### config.mk
export PLATFORM = sky130hd
export DESIGN_NAME = scan_ctrl8
export DESIGN_NICKNAME = d
export VERILOG_FILES = /design/src/rtl/scan_pkg.sv /design/src/rtl/scan_dwell_timer.sv /design/src/rtl/scan_ctrl8.sv
export SDC_FILE = /design/constraint.sdc
export NUM_CORES = 1
export LEC_CHECK = 0
export ABC_AREA = 1
export CORE_UTILIZATION = 35
export DETAILED_ROUTE_END_ITERATION = 16
export PLACE_DENSITY = 0.83
export REMOVE_ABC_BUFFERS = 1
export SLEW_MARGIN = 40
export SYNTH_ARGS = -nofsm -noshare
export SYNTH_HDL_FRONTEND = slang
export SYNTH_SLANG_ARGS = --single-unit
### constraint.sdc
create_clock -name clk -period 1.5 [get_ports clk]
set_input_delay 0.15 -clock clk [delete_from_list [all_inputs] [get_ports clk]]
set_output_delay 0.15 -clock clk [all_outputs]
set_load 0.02 [all_outputs]
### src/rtl/scan_pkg.sv
// Shared definitions for the 8-digit display scan controller.
// Slot geometry (digit count, select width, nibble width) and the scan FSM states.
package scan_pkg;

    localparam int NUM_DIGITS = 8;
    localparam int SEL_W      = 3;
    localparam int NIB_W      = 4;

    typedef enum logic [1:0] {
        IDLE  = 2'd0,
        SHOW  = 2'd1,
        BLANK = 2'd2
    } scan_state_t;

endpackage

### src/rtl/scan_dwell_timer.sv
// Dwell timer for the scan controller.
// It counts up from 0 while run is high. done is high while the count equals the
// terminal value tc. On the cycle after done, the count wraps back to 0.
// clr forces the count to 0 and takes priority over run.
module scan_dwell_timer #(
    parameter int CNT_W = 3
) (
    input  logic             clk,
    input  logic             rst,
    input  logic             clr,
    input  logic             run,
    input  logic [CNT_W-1:0] tc,
    output logic             done
);

    logic [CNT_W-1:0] cnt;

    // Count register: clear wins, then wrap at terminal, else increment while running.
    always_ff @(posedge clk or posedge rst) begin
        if (rst) begin
            cnt <= '0;
        end else if (clr) begin
            cnt <= '0;
        end else if (run) begin
            if (done) begin
                cnt <= '0;
            end else begin
                cnt <= cnt + CNT_W'(1);
            end
        end
    end

    assign done = (cnt == tc);

endmodule

### src/rtl/scan_ctrl8.sv
// Time-multiplexed 8-digit display scan controller.
// It feeds a 3-to-8 active-low digit decoder: sel -> C,B,A and sel_en -> EN.
// hex carries the nibble of the current slot to the segment encoder.
// Build option: define SCAN_BLANK_EN to insert a BLANK_CYC-cycle blanking gap
// after every dwell. This suppresses ghosting.
//
//   state | meaning
//   ------+--------------------------------------------------------------
//   IDLE  | scan stopped, sel parked at 0, decoder disabled
//   SHOW  | current slot driven for DIV cycles (lit if its mask bit is 1)
//   BLANK | decoder disabled for BLANK_CYC cycles before next slot
//         | (present only when SCAN_BLANK_EN is defined)
module scan_ctrl8
    import scan_pkg::*;
#(
    parameter int DIV       = 4,
    parameter int BLANK_CYC = 2
) (
    input  logic                        clk,
    input  logic                        rst,
    input  logic                        en,
    input  logic [NUM_DIGITS*NIB_W-1:0] digits,
    input  logic [NUM_DIGITS-1:0]       mask,
    output logic [SEL_W-1:0]            sel,
    output logic                        sel_en,
    output logic [NIB_W-1:0]            hex,
    output logic                        frame
);

    localparam int MAX_CYC = (DIV > BLANK_CYC) ? DIV : BLANK_CYC;
    localparam int CNT_W   = $clog2(MAX_CYC + 1);

    localparam logic [CNT_W-1:0] TC_SHOW  = CNT_W'(DIV - 1);
    localparam logic [SEL_W-1:0] SEL_LAST = SEL_W'(NUM_DIGITS - 1);

    scan_state_t      state_q, state_d;
    logic [SEL_W-1:0] sel_q, sel_d;
    logic             frame_q, frame_d;
    logic             tmr_clr, tmr_run, tmr_done;
    logic [CNT_W-1:0] tmr_tc;

`ifdef SCAN_BLANK_EN
    localparam logic [CNT_W-1:0] TC_BLANK = CNT_W'(BLANK_CYC - 1);
    assign tmr_tc = (state_q == BLANK) ? TC_BLANK : TC_SHOW;
`else
    assign tmr_tc = TC_SHOW;
`endif

    scan_dwell_timer #(
        .CNT_W (CNT_W)
    ) u_dwell (
        .clk  (clk),
        .rst  (rst),
        .clr  (tmr_clr),
        .run  (tmr_run),
        .tc   (tmr_tc),
        .done (tmr_done)
    );

    // State, slot index and frame pulse registers.
    always_ff @(posedge clk or posedge rst) begin
        if (rst) begin
            state_q <= IDLE;
            sel_q   <= '0;
            frame_q <= 1'b0;
        end else begin
            state_q <= state_d;
            sel_q   <= sel_d;
            frame_q <= frame_d;
        end
    end

    // Next-state logic. Dropping en stops the scan at once, with no wait for the dwell to end.
    // frame is flagged only when slot 7 hands over to slot 0.
    always_comb begin
        state_d = state_q;
        sel_d   = sel_q;
        frame_d = 1'b0;
        tmr_clr = 1'b0;
        tmr_run = 1'b0;
        if (!en) begin
            state_d = IDLE;
            sel_d   = '0;
            tmr_clr = 1'b1;
        end else begin
            case (state_q)
                IDLE: begin
                    state_d = SHOW;
                    sel_d   = '0;
                    tmr_clr = 1'b1;
                end
                SHOW: begin
                    tmr_run = 1'b1;
                    if (tmr_done) begin
`ifdef SCAN_BLANK_EN
                        state_d = BLANK;
`else
                        sel_d   = sel_q + SEL_W'(1);
                        frame_d = (sel_q == SEL_LAST);
`endif
                    end
                end
`ifdef SCAN_BLANK_EN
                BLANK: begin
                    tmr_run = 1'b1;
                    if (tmr_done) begin
                        state_d = SHOW;
                        sel_d   = sel_q + SEL_W'(1);
                        frame_d = (sel_q == SEL_LAST);
                    end
                end
`endif
                default: begin
                    state_d = IDLE;
                    sel_d   = '0;
                    tmr_clr = 1'b1;
                end
            endcase
        end
    end

    assign sel    = sel_q;
    assign frame  = frame_q;
    assign hex    = digits[{sel_q, 2'b00} +: NIB_W];
    assign sel_en = (state_q == SHOW) & mask[sel_q];

endmodule
==> out/qor.csv <==
metric,value,unit
path_max_fanout,5,
ctsHtreeMaxLevel,1,
crit_end,hex[3],
grt-ovfl-total,0,
route.detailed.drc,0,
internal_power,439,µW
postCtsHoldBufs,0,
antenna_found_initial,0,
die_height,48.4,µm
port_buffers,51,
cp-start-kind,register,
maxSlewViolCount,0,
fin_crit,1.58,ns
finalNonFillerCells,219,
crit_path_end_kind,primary output,
crit_buf_inv,2,
arrival,1.43,ns
reg2reg_from,sel[0]$_DFFE_PP0P_,
root_buffer,clkbuf_4,
dpl.cell_count,212,
power_density,408,nW/µm²
synth_commonest_cells,"37 x nor2_1, 36 x nand2_1, 14 x inv_1, 11 x o21ai_1",
drt_iter0_drc,18,
setup_slack,-0.0843,ns
synthArstFlopShare,1.00,
status,finished with violations,
wire_per_inst,11.0,µm
startpoint,sel[0]$_DFFE_PP0P_,
fillerInstances,168,
path_depth,8,
cpMostUsedCell,nand2_1,
area_growth,88.7,%
critPathSlowestCell,dfrtp_2,
tightest_slew,0.286,ns
final_util,0.716,
synth_compound_area_frac,0.126,
grt_pass1_wl,3950,µm
violations,setup timing,
rsz0062_at_grt,true,
dp_hpwl,1770,µm
max_slew_margin,0.809,
final_hold_viol_count,0,
r2r_slack,0.14,ns
ys_warn_count,0,
synth-xor-area-share,0,
cellLeakagePower,0.000706,µW
p_comb_frac,0.335,
yosysSeqAreaShare,0.266,
drt-total-wl,2410,µm
place_congestion,0.837,
synth-simple-area-share,0.414,
critical_path_class,reg2out,
min_period_over_period,1.06,
clk_latency,0.25,ns
synth_seq_cells,8,
clkPwrFrac,0.281,
yosysTopAreaCell,dfrtp_1,
avgSynthCellArea,5.70,µm²
reg2reg_depth,5,
clock_path_buffers,2,
cp_cell_sequence,"buf_6, nor2_1, nor2_1, o21ai_1, nand2_1, nand2_1, nand2_1, buf_6",
numCtsBuffers,3,
cpPeakStageDelay,0.47,ns
ys_types,15,
multi_input_area,472,µm²
firstDrtPassIters,4,
synth_fa_ha_area_frac,0.0499,
tns,-0.269,ns
yosysTopAreaCellShare,0.266,
cp.required,1.35,ns
diodes,0,
peakVddDrop,461,µV
setup_viol,5,
synth_top_family_by_area,simple AND/OR/NAND/NOR gates,
drv_cap,0,
core_region_area,1980,µm²
muxShareOfSynthArea,0,
synth_area_leaders,"dfrtp_1 27%, nor2_1 18%, nand2_1 18%",
vias,1001,
worst_r2r_endpoint,sel[2]$_DFFE_PP0P_,
layout.nets,240,
post_dp_cell_area,1310,µm²
postSynthCellCount,132,
fin_worst_skew,0.00238,ns
crit_family,flip-flops,
totalPowerFinal,579,µW
clock.fmax,0.631,GHz
final-seq-area,201,µm²
synthFlopType,dfrtp_1,
dieWidth,48.4,µm
globalRouteTotalUtil,0.211,
switchingPower,140,µW
ios,52,
clock_sinks,8,
syn_area,752,µm²
switching_share,0.241,
grt_pass1_vias,951,
clk_pin_slew,0.05,ns
num_rows,16,
dieArea,2340,µm²
min_path_type,in2async,
synth_edf_count,0,
seqPwrFrac,0.384,
stdcell_area,1420,µm²
grt_max_degree,12,
layout-drive-gt1-share,0.172,
yosysMostFrequentCell,nor2_1,
cts_tree,yes,
start_util,0.379,
ant_nets,0,
vias_per_cell,4.57,
## power by group through the flow
stage | logic, µW | registers (µW) | clock network [µW]
after floorplan | 55.2 | 226 | 0
after global placement | 185 | 225 | 0
after detailed placement | 188 | 226 | 0
after CTS | 186 | 222 | 166
after global routing | 211 | 223 | 179
final | 194 | 222 | 163
## registers in the layout, indices dropped and copies added, names as in the netlist
name / flops
state_q: 1
u_dwell.cnt: 3
frame: 1
sel: 3
## how the worst min path moves through the flow
stage / from / endpoint / cells past startpoint
floorplan: rst / frame$_DFF_PP0_ / 1
global placement: rst / u_dwell.cnt[0]$_DFFE_PP0P_ / 2
detailed placement: rst / u_dwell.cnt[0]$_DFFE_PP0P_ / 2
CTS: rst / u_dwell.cnt[0]$_DFFE_PP0P_ / 2
global route: rst / u_dwell.cnt[1]$_DFFE_PP0P_ / 2
finish: rst / u_dwell.cnt[0]$_DFFE_PP0P_ / 2
## through the flow
step	worst slack [ns]	hold WS, ns
floorplan	-0.251	-0.0343
global placement	-0.219	0.410
detailed placement	-0.288	0.411
CTS	-0.0769	0.141
global route	-0.177	0.178
finish	-0.0843	0.130
## final cells by class
class / instances / area share
Timing Repair Buffer: 62 / 0.425
Inverter: 15 / 0.0485
Sequential cell: 8 / 0.142
Clock buffer: 3 / 0.0159
Tap cell: 27 / 0.0238
Multi-Input combinational cell: 102 / 0.332
Timing Repair inverter: 2 / 0.0123
## cell families after synthesis
family | Yosys count
buf+inv | 22
simple gates | 80
flops | 8
compound gates | 19
fa+ha+maj | 3
## timing repair
action	in CTS	in global routing
pin swaps	3	3
setup endpoints to repair	8	5
buffers inserted	1	0
cloned	2	1
resized for setup	35	16
## cells in the final DEF, fill, tap and decap left out, drive strengths merged
cell           instances
clkdlybuf4s50         43
nor2                  37
nand2                 36
o21ai                 19
inv                   17
buf                   16
dfrtp                  8
nand3                  5
ha                     3
clkbuf                 3
dlygate4sd2            3
nor3b                  1
nor3                   1
## metal layers
layer	vias up	GRT usage	wire length, µm
li1	528	-	-
met1	435	0.252	1070
met2	32	0.357	1180
met3	6	0.0503	119
met4	0	0.0931	42
met5	-	0	0
(Power assumes the default switching activity.)
